<file path="src/rtl/ahb_rr_arbiter.sv">
// ---------------------------------------------------------------------------
// ahb_rr_arbiter
//   Round-robin AHB bus arbiter. Up to NUM_MASTERS masters share one
//   address/data bus. The arbiter never splits a fixed-length burst and
//   never takes the bus from a master that holds a locked sequence. It also
//   drives the registered address-phase and data-phase owner indices that
//   steer the HADDR/HWDATA muxes.
//
//   Optional build macro: AHB_ARB_INCR_HOLD_EN
//     When defined, SEQ beats of an INCR (undefined-length) burst are not
//     arbitration points. A hold counter forces a handover after
//     MAX_INCR_BEATS accepted SEQ beats, so one master cannot keep the bus
//     indefinitely.
//
// Ports
//   clk          in   bus clock
//   rst          in   synchronous active-high reset
//   hbusreq      in   [NUM_MASTERS]     per-master bus request
//   hlock        in   [NUM_MASTERS]     per-master locked-access request
//   htrans       in   [2]               muxed HTRANS
//   hburst       in   [3]               muxed HBURST
//   hready       in   1                 muxed HREADY
//   hgrant       out  [NUM_MASTERS]     one-hot grant, registered
//   hmaster      out  [NUM_MASTER_BITS] address-phase owner
//   hmaster_data out  [NUM_MASTER_BITS] data-phase owner
//   hmastlock    out  1                 current address phase is locked
// ---------------------------------------------------------------------------
module ahb_rr_arbiter #(
  parameter int NUM_MASTERS     = 4,
  parameter int NUM_MASTER_BITS = 2,
  parameter int DEFAULT_MASTER  = 0,
  parameter int MAX_INCR_BEATS  = 16
) (
  input  logic                       clk,
  input  logic                       rst,
  input  logic [NUM_MASTERS-1:0]     hbusreq,
  input  logic [NUM_MASTERS-1:0]     hlock,
  input  logic [1:0]                 htrans,
  input  logic [2:0]                 hburst,
  input  logic                       hready,
  output logic [NUM_MASTERS-1:0]     hgrant,
  output logic [NUM_MASTER_BITS-1:0] hmaster,
  output logic [NUM_MASTER_BITS-1:0] hmaster_data,
  output logic                       hmastlock
);

  localparam logic [1:0] TR_IDLE   = 2'b00;
  localparam logic [1:0] TR_NONSEQ = 2'b10;
  localparam logic [1:0] TR_SEQ    = 2'b11;

  localparam logic [NUM_MASTER_BITS-1:0] DEF_IDX = NUM_MASTER_BITS'(DEFAULT_MASTER);

  // One-hot vector with bit idx set.
  function automatic logic [NUM_MASTERS-1:0] idx_to_onehot(input logic [NUM_MASTER_BITS-1:0] idx);
    logic [NUM_MASTERS-1:0] v;
    v = {NUM_MASTERS{1'b0}};
    v[idx] = 1'b1;
    return v;
  endfunction

  // Index of the set bit in a one-hot vector.
  function automatic logic [NUM_MASTER_BITS-1:0] onehot_to_idx(input logic [NUM_MASTERS-1:0] oh);
    logic [NUM_MASTER_BITS-1:0] idx;
    idx = {NUM_MASTER_BITS{1'b0}};
    for (int i = 0; i < NUM_MASTERS; i++) begin
      if (oh[i]) begin
        idx = NUM_MASTER_BITS'(i);
      end
    end
    return idx;
  endfunction

  localparam logic [NUM_MASTERS-1:0] DEF_GRANT = idx_to_onehot(DEF_IDX);

  logic [NUM_MASTERS-1:0]     grant_q, grant_d;
  logic [NUM_MASTER_BITS-1:0] ptr_q, ptr_d;
  logic [NUM_MASTER_BITS-1:0] hmaster_q, hmaster_data_q;
  logic                       hmastlock_q;
  logic [3:0]                 cnt_q, cnt_d;

  logic [NUM_MASTER_BITS-1:0] gidx_s;
  logic [NUM_MASTER_BITS-1:0] winner_s;
  logic [NUM_MASTER_BITS-1:0] cand_s;
  logic                       any_req_s;
  logic [3:0]                 len_m1_s;
  logic                       fixed_s;
  logic                       single_s;
  logic                       incr_s;
  logic                       last_beat_s;
  logic                       hold_hit_s;
  logic                       arb_base_s;
  logic                       lock_hold_s;
  logic                       arb_ok_s;

  assign gidx_s   = onehot_to_idx(grant_q);
  assign fixed_s  = (hburst[2:1] != 2'b00);
  assign single_s = (hburst == 3'b000);
  assign incr_s   = (hburst == 3'b001);

  // Burst length minus one for the beat counter load on NONSEQ.
  always_comb begin
    len_m1_s = 4'd0;
    case (hburst[2:1])
      2'b01:   len_m1_s = 4'd3;
      2'b10:   len_m1_s = 4'd7;
      2'b11:   len_m1_s = 4'd15;
      default: len_m1_s = 4'd0;
    endcase
  end

  // Beat counter: load on NONSEQ, saturating decrement on SEQ, hold on IDLE/BUSY.
  always_comb begin
    cnt_d = cnt_q;
    if (htrans == TR_NONSEQ) begin
      cnt_d = len_m1_s;
    end else if (htrans == TR_SEQ) begin
      cnt_d = (cnt_q == 4'd0) ? 4'd0 : cnt_q - 4'd1;
    end else begin
      cnt_d = cnt_q;
    end
  end

  // Last beat of a fixed-length burst; NONSEQ with length 1 cannot occur for
  // fixed bursts but is kept so the rule reads as a whole.
  assign last_beat_s = fixed_s &&
                       (((htrans == TR_NONSEQ) && (len_m1_s == 4'd0)) ||
                        ((htrans == TR_SEQ) && (cnt_q == 4'd1)));

`ifdef AHB_ARB_INCR_HOLD_EN
  localparam int HW = $clog2(MAX_INCR_BEATS + 1);
  logic [HW-1:0] hold_q, hold_d;

  // The beat that brings the hold count to the limit is a forced handover point.
  assign hold_hit_s = (htrans == TR_SEQ) && (hold_q == HW'(MAX_INCR_BEATS - 1));

  // Hold counter: counts accepted SEQ beats, clears at the limit and on NONSEQ/IDLE.
  always_comb begin
    hold_d = hold_q;
    if ((htrans == TR_NONSEQ) || (htrans == TR_IDLE)) begin
      hold_d = {HW{1'b0}};
    end else if (htrans == TR_SEQ) begin
      hold_d = hold_hit_s ? {HW{1'b0}} : hold_q + HW'(1);
    end else begin
      hold_d = hold_q;
    end
  end

  // Hold counter register.
  always_ff @(posedge clk) begin
    if (rst) begin
      hold_q <= {HW{1'b0}};
    end else if (hready) begin
      hold_q <= hold_d;
    end
  end

  // INCR SEQ beats keep the bus with the current owner.
  assign arb_base_s = (htrans == TR_IDLE) ||
                      (single_s && htrans[1]) ||
                      (incr_s && (htrans == TR_NONSEQ)) ||
                      last_beat_s || hold_hit_s;
`else
  assign hold_hit_s = 1'b0;

  // SINGLE and INCR beats are all arbitration points.
  assign arb_base_s = (htrans == TR_IDLE) ||
                      ((single_s || incr_s) && htrans[1]) ||
                      last_beat_s || hold_hit_s;
`endif

  assign lock_hold_s = hlock[gidx_s] && hbusreq[gidx_s];
  assign arb_ok_s    = arb_base_s && !lock_hold_s;

  // Round-robin scan from pointer+1 around to the pointer itself.
  always_comb begin
    winner_s  = DEF_IDX;
    any_req_s = 1'b0;
    cand_s    = ptr_q;
    for (int i = 1; i <= NUM_MASTERS; i++) begin
      cand_s = NUM_MASTER_BITS'((int'(ptr_q) + i) % NUM_MASTERS);
      if (!any_req_s && hbusreq[cand_s]) begin
        winner_s  = cand_s;
        any_req_s = 1'b1;
      end else begin
        any_req_s = any_req_s;
      end
    end
  end

  // Next grant and pointer; the pointer only moves on a real request.
  always_comb begin
    grant_d = grant_q;
    ptr_d   = ptr_q;
    if (arb_ok_s) begin
      grant_d = idx_to_onehot(winner_s);
      ptr_d   = any_req_s ? winner_s : ptr_q;
    end else begin
      grant_d = grant_q;
      ptr_d   = ptr_q;
    end
  end

  // Arbiter state and ownership pipeline; everything freezes while hready is low.
  always_ff @(posedge clk) begin
    if (rst) begin
      grant_q        <= DEF_GRANT;
      ptr_q          <= DEF_IDX;
      cnt_q          <= 4'd0;
      hmaster_q      <= DEF_IDX;
      hmaster_data_q <= DEF_IDX;
      hmastlock_q    <= 1'b0;
    end else if (hready) begin
      grant_q        <= grant_d;
      ptr_q          <= ptr_d;
      cnt_q          <= cnt_d;
      hmaster_q      <= gidx_s;
      hmaster_data_q <= hmaster_q;
      hmastlock_q    <= hlock[gidx_s];
    end
  end

  assign hgrant       = grant_q;
  assign hmaster      = hmaster_q;
  assign hmaster_data = hmaster_data_q;
  assign hmastlock    = hmastlock_q;

endmodule
</file>
<file path="config.mk">
export PLATFORM = sky130hd
export DESIGN_NAME = ahb_rr_arbiter
export DESIGN_NICKNAME = d
export VERILOG_FILES = /design/src/rtl/ahb_rr_arbiter.sv
export SDC_FILE = /design/constraint.sdc
export NUM_CORES = 1
export LEC_CHECK = 0
export BUFFER_PORTS_ARGS = -buffer_cell sky130_fd_sc_hd__buf_2
export CAP_MARGIN = 40
export CORE_UTILIZATION = 30
export DETAILED_ROUTE_END_ITERATION = 8
export PLACE_DENSITY_LB_ADDON = 0.12
export SLEW_MARGIN = 20
export SYNTH_ARGS = -nofsm -noshare
export SYNTH_HDL_FRONTEND = slang
export SYNTH_SLANG_ARGS = --single-unit
export TNS_END_PERCENT = 10
</file>
<file path="constraint.sdc">
create_clock -name clk -period 3.15 [get_ports clk]
set_input_delay 0.1575 -clock clk [delete_from_list [all_inputs] [get_ports clk]]
set_output_delay 0.1575 -clock clk [all_outputs]
set_load 0.01 [all_outputs]
</file>
==> results of run 1 <==
==> logic make-up (layout without fill, tap and decap cells) <==
kind of cell	Yosys count	after routing	share of synthesized area, %
flip-flops	15	15	34.8
AO/OA/AOI/OAI	41	41	32.3
multiplexers	5	5	5.80
AND/OR/NAND/NOR	40	40	23.6
buffers and inverters	8	31	3.48
==> critical path, cell delays in order, from the launching register on <==
cell and delay (ps):
dfxtp_1 490, nand3b_2 200, a22oi_2 100, o211a_4 250
or4_1 510, a21oi_1 140
==> per-layer routing <==
layer  vias to the layer above  global-route usage (%)
met5                         -                       0
met4                         0                    6.43
met3                         2                    3.26
met2                        20                    24.4
met1                       407                    16.9
li1                        457                       -
==> path summary, 6_finish.rpt <==
kind,start,to,slack [ps],cells past startpoint
min,hburst[1],cnt_q[3]$_SDFFE_PP0P_,170,3
max,hgrant[3]$_SDFFE_PP0P_,hgrant[3]$_SDFFE_PP0P_,1390,5
min reg2reg,hmaster_data[0]$_SDFFE_PP0P_,hmaster_data[0]$_SDFFE_PP0P_,490,2
max reg2reg,hgrant[3]$_SDFFE_PP0P_,hgrant[3]$_SDFFE_PP0P_,1390,5
==> stage by stage <==
| step | util, % | setup WS [ps] |
|---|---|---|
| detailed placement | 36.7 | 1400 |
| CTS | 37.7 | 1370 |
| finish | 37.7 | 1390 |
| floorplan | - | 1480 |
| global route | 37.7 | 1280 |
| global placement | 36.7 | 1420 |
==> sequential cells by signal, summed over array words and instances, names as in the netlist <==
name and cells:
cnt_q 4, hgrant 4, hmaster 2, hmaster_data 2
ptr_q 2, hmastlock 1
==> final cells by class <==
cell class	count	area (um2)	share of cell area, %
Clock buffer	3	22.5	2.19
Inverter	4	15.0	1.46
Multi-Input combinational cell	86	533	51.8
Clock inverter	1	5.00	0.486
Sequential cell	15	300	29.2
Tap cell	31	38.8	3.77
Timing Repair Buffer	23	115	11.2
==> Yosys cell counts, drive strengths merged (2+ instances only) <==
| library cell | number | share of area, % |
|---|---|---|
| o21ai | 9 | 5.2 |
| nand3 | 5 | 2.9 |
| a311oi | 2 | 2.0 |
| nand3b | 2 | 2.2 |
| nor3 | 4 | 2.3 |
| mux2i | 5 | 5.8 |
| nor2 | 13 | 5.7 |
| nand4 | 2 | 1.4 |
| nor2b | 3 | 2.2 |
| nand2 | 5 | 2.2 |
| inv | 4 | 1.7 |
| nand2b | 2 | 1.4 |
| dfxtp | 15 | 35 |
| a21oi | 12 | 7.0 |
| a211oi | 5 | 4.3 |
| clkbuf | 3 | 1.3 |
| a211o | 2 | 2.0 |
==> where the power goes <==
part	switching [mW]	leakage [nW]	internal (mW)
registers	0.0109	0.123	0.200
clock network	0.0645	0.0177	0.0470
logic	0.0508	0.262	0.0401
==> impl_metrics.tcl, run 1 <==
set metrics [dict create \
    crit_path_end_kind "flip-flop" \
    design.portCount 25 \
    port-buffer-count 23 \
    routed_via_density 5.44 \
    hold_ws_ps 167 \
    leakagePower_nw 0.402 \
    routed_wire_length_per_instance_um 12.3 \
    met1_length_um 968 \
    cts_tree "yes" \
    cellPowerDensity_nw_per_um2 402 \
    max_slew.worst_pin.slew_ps 499 \
    cts.sinks 15 \
    cp-start-kind "flip-flop" \
    dr.first_iter.drc_count 15 \
    layout_commonest_cell "buf_2" \
    hold_path_class "in2reg" \
    drv_cap 0 \
    insertedDiodeCount 0 \
    cts_setup_buffers 0 \
    drt-total-wl_um 2000 \
    num_vias 886 \
    clk_path_buf_depth 2 \
    route.met3.wl_um 102 \
    count_of_synthesis_stage_warnings_from_yosys 0 \
    worst_clock_skew_ps 3.46 \
    wl_met2_um 914 \
    grt_pass1_vias 838 \
    ys_async_sr_fraction_pct 0 \
    synthesized_net_count 125 \
    areaGrowthSynthToFinish_pct 19.3 \
    highest_attainable_clock_frequency_mhz 570 \
    die_y_um 55.6 \
    grt_antenna_before_repair 0 \
    design.core.area_um2 2730 \
    routabilityCongestion 0.751 \
    rsz0062_at_grt "false" \
    synth_enable_flop_cells 0 \
    setup.worst_path.class "reg2reg" \
    detailed_routing_iteration_count_for_the_pre_antenna_repair_pass 4 \
    numCtsBuffers 3 \
    synth.yosys.seq_area_share_pct 34.8 \
    site_row_count 19 \
    post-route-period-util_pct 55.7 \
    htree_levels 1 \
    final-instance-count-excl-fill 163 \
    drv_slew 0 \
    synthesis.instances 109 \
    timing.final.hold_violations 0 \
    synthDistinctLibCells 34 \
    mean_cell_area_of_the_mapped_netlist_um2 7.92 \
    path_max_fanout 9 \
    topRoutingLayerUsed "met4" \
    fin_setup_tns_ps 0 \
    flip_flop_and_latch_count_after_synthesis 15 \
    ir_drop_v 0.000226 \
    ys.flop_type "dfxtp_1" \
    nets 149 \
    resized_gates_after_cts 0 \
    die_area_um2 3100 \
    globalRouteTotalUtil_pct 14.3 \
    post_dp_cell_area_um2 1000 \
    number_of_hold_buffers_added_after_cts 0 \
    total_power_uw 413 \
    result_of_the_run "finished, final reports clean" \
    die-width_um 55.6 \
    initial_standard_cell_utilization_of_the_core_pct 31.6 \
    final.min_clock_period_ps 1760 \
    timing.max_slew.rel_slack_pct 66.6 \
    dpl.cell_count 159 \
    worst_ep_required_time_ps 3370 \
    stdcell_area_um2 1030 \
    synthesis.area_um2 863 \
    num-fill-cells 289 \
    detail-route-antenna-nets 0 \
    worst-endpoint-arrival_ps 1970 \
    most-common-layout-cells "buf_2, dfxtp_1, nor2_1" \
    share_of_layout_cells_above_drive_strength_1_pct 24.2 \
    setup-violations-final 0 \
    path_clk_slew_ps 100 \
    place_hpwl_um 1540 \
    grt_overflow_total 0 \
    grt_first_pass_wirelength_um 3540 \
    cts.root.buffer_cell "clkbuf_4" \
    grt_start_max_net_pins 18 \
    detail_route.drc_violations 0 \
    worst_skew_pair.late_latency_ps 280 \
]
Power figures use the tool's default switching activity.
==> run 2: changes to the inputs <==
==> constraint.sdc (replaced) <==
create_clock -name clk -period 1.5 [get_ports clk]
set_input_delay 0.075 -clock clk [delete_from_list [all_inputs] [get_ports clk]]
set_output_delay 0.075 -clock clk [all_outputs]
set_load 0.01 [all_outputs]
==> run 2 against run 1 <==
Compared with the run above:
- the flow now finishes with violations (negative setup slack)
- via count is 5.5% higher
- first-iteration DRC count increased by 27%
- global-route usage shrank 0.13 points
- sequential share of layout area shrank 2.1 points
- maximum frequency grew 15%
- count of clock-buffer cells in the layout is the same
==> impl_metrics.tcl, run 2 (synthesis gave the netlist of run 1 again) <==
set metrics [dict create \
    result_of_the_run "complete, but fails checks" \
    site_row_count 19 \
    critical-path-slowest-cell "dfxtp_4" \
    die_area_um2 3100 \
    cellPowerDensity_nw_per_um2 792 \
    globalRouteTotalUtil_pct 14.1 \
    highest_attainable_clock_frequency_mhz 654 \
    detail-route-antenna-nets 0 \
    detail_route.drc_violations 0 \
    timing.final.hold_violations 0 \
    drv_slew 0 \
    routabilityCongestion 0.784 \
    max_slew.worst_pin.slew_ps 458 \
    numCtsBuffers 3 \
    post_dp_cell_area_um2 1090 \
    worst_ep_required_time_ps 1720 \
    die_y_um 55.6 \
    share_of_layout_cells_above_drive_strength_1_pct 35.7 \
    drt-total-wl_um 2150 \
    timing.max_slew.rel_slack_pct 69.3 \
    leakagePower_nw 0.489 \
    areaGrowthSynthToFinish_pct 33.5 \
    cts_tree "yes" \
    ir_drop_v 0.000462 \
    hold_path_class "in2reg" \
    worst_path_dominant_cell_family "simple AND/OR/NAND/NOR gates" \
    routed_wire_length_per_instance_um 12.4 \
    num_vias 935 \
    worst_slack_ps -28.2 \
    grt_pass1_vias 831 \
    routed_via_density 5.37 \
    grt_first_pass_wirelength_um 3490 \
    final.min_clock_period_ps 1530 \
    worstPathBufferInverterCount 0 \
    design.core.area_um2 2730 \
    initial_standard_cell_utilization_of_the_core_pct 31.6 \
    rsz0062_at_grt "true" \
    worst-endpoint-arrival_ps 1750 \
    worst_clock_skew_ps 1.60 \
    dr.first_iter.drc_count 19 \
    path_max_fanout 5 \
    most-common-layout-cells "buf_2, nor2_1, a21oi_1" \
    number_of_hold_buffers_added_after_cts 0 \
    fin_setup_tns_ps -28.2 \
    hold_ws_ps 83.6 \
    die-width_um 55.6 \
    post-route-period-util_pct 102 \
    clk_path_buf_depth 2 \
    crit_path_end_kind "flip-flop" \
    total_power_uw 912 \
    stdcell_area_um2 1150 \
    design.portCount 25 \
    layout_commonest_cell "buf_2" \
    grt_antenna_before_repair 0 \
    port-buffer-count 23 \
    path_clk_slew_ps 100 \
    nets 160 \
    grt_start_max_net_pins 18 \
    crit_chain "mux2i_2 -> nand3_1 -> o211a_4 -> or4_1 -> a21oi_1" \
    cts.sinks 15 \
    worst_skew_pair.late_latency_ps 290 \
    violations "negative setup slack" \
    detailed_routing_iteration_count_for_the_pre_antenna_repair_pass 4 \
    htree_levels 1 \
    cts.root.buffer_cell "clkbuf_4" \
    place_hpwl_um 1680 \
    setup.worst_path.class "reg2reg" \
    setup-violations-final 1 \
    grt_overflow_total 0 \
    cp-start-kind "flip-flop" \
    drv_cap 0 \
    insertedDiodeCount 0 \
    cpPeakStageDelay_ps 390 \
]
## run 2: cell count changes in the layout (fill, tap and decap cells not counted)
cell / delta
nor3_1: -1
nand3b_2: -1
mux2i_2: +1
mux2i_1: -1
o31ai_2: +1
dfxtp_4: +2
buf_4: +11
o31ai_1: -1
nand3b_4: +1
dfxtp_1: -5
nor3_4: +1
dfxtp_2: +3
## run 2: power breakdown
part	switching [mW]	total [mW]	internal (mW)
clock	0.141	0.241	0.0991
sequential	0.0202	0.440	0.420
combinational	0.120	0.232	0.111
## run 2: final cells by class
type,instances,area (um2)
Timing Repair Buffer,34,198
Inverter,4,15.0
Clock buffer,3,22.5
Tap cell,31,38.8
Fill cell,288,1580
Sequential cell,15,312
Clock inverter,1,5.00
Multi-Input combinational cell,86,562
## run 2: path summary, 6_finish.rpt
check,slack [ps],depth (start not counted),start,endpoint
hold reg to reg,500,2,hmastlock$_SDFFE_PP0P_,hmastlock$_SDFFE_PP0P_
setup reg to reg,-30,5,hgrant[1]$_SDFFE_PP0P_,hgrant[3]$_SDFFE_PP0P_
hold / removal,80,3,hburst[1],cnt_q[3]$_SDFFE_PP0P_
setup / recovery,-30,5,hgrant[1]$_SDFFE_PP0P_,hgrant[3]$_SDFFE_PP0P_
## run 2: through the flow
step           cells  utilization, %  worst slack [ps]
4_1_cts          174            41.6             -18.7
3_5_place_dp     169            39.9             -26.1
2_1_floorplan    109               -              13.0
6_report         174            42.2             -28.2
5_1_grt          174            42.2              -134
3_3_place_gp     169            39.9             -25.0
## run 2: what timing repair did
item                                    in CTS  in global routing
pin swaps                                    5                  7
setup buffers                                1                  0
resized for setup                            4                  3
endpoints found under the setup margin       5                  6
## run 2: metal layers
metal  wire length (um)  track usage (%)  vias to the layer above
li1                   -                -                      482
met1               1020             17.4                      429
met2               1020             23.2                       20
met3                 89             2.79                        4
met4                 30             7.50                        0
met5                  0                0                        -
## run 2: tightest hold or removal path, stage by stage
cell     delay (ps)
buf_2           110
nand4_1          80
a21oi_1          60
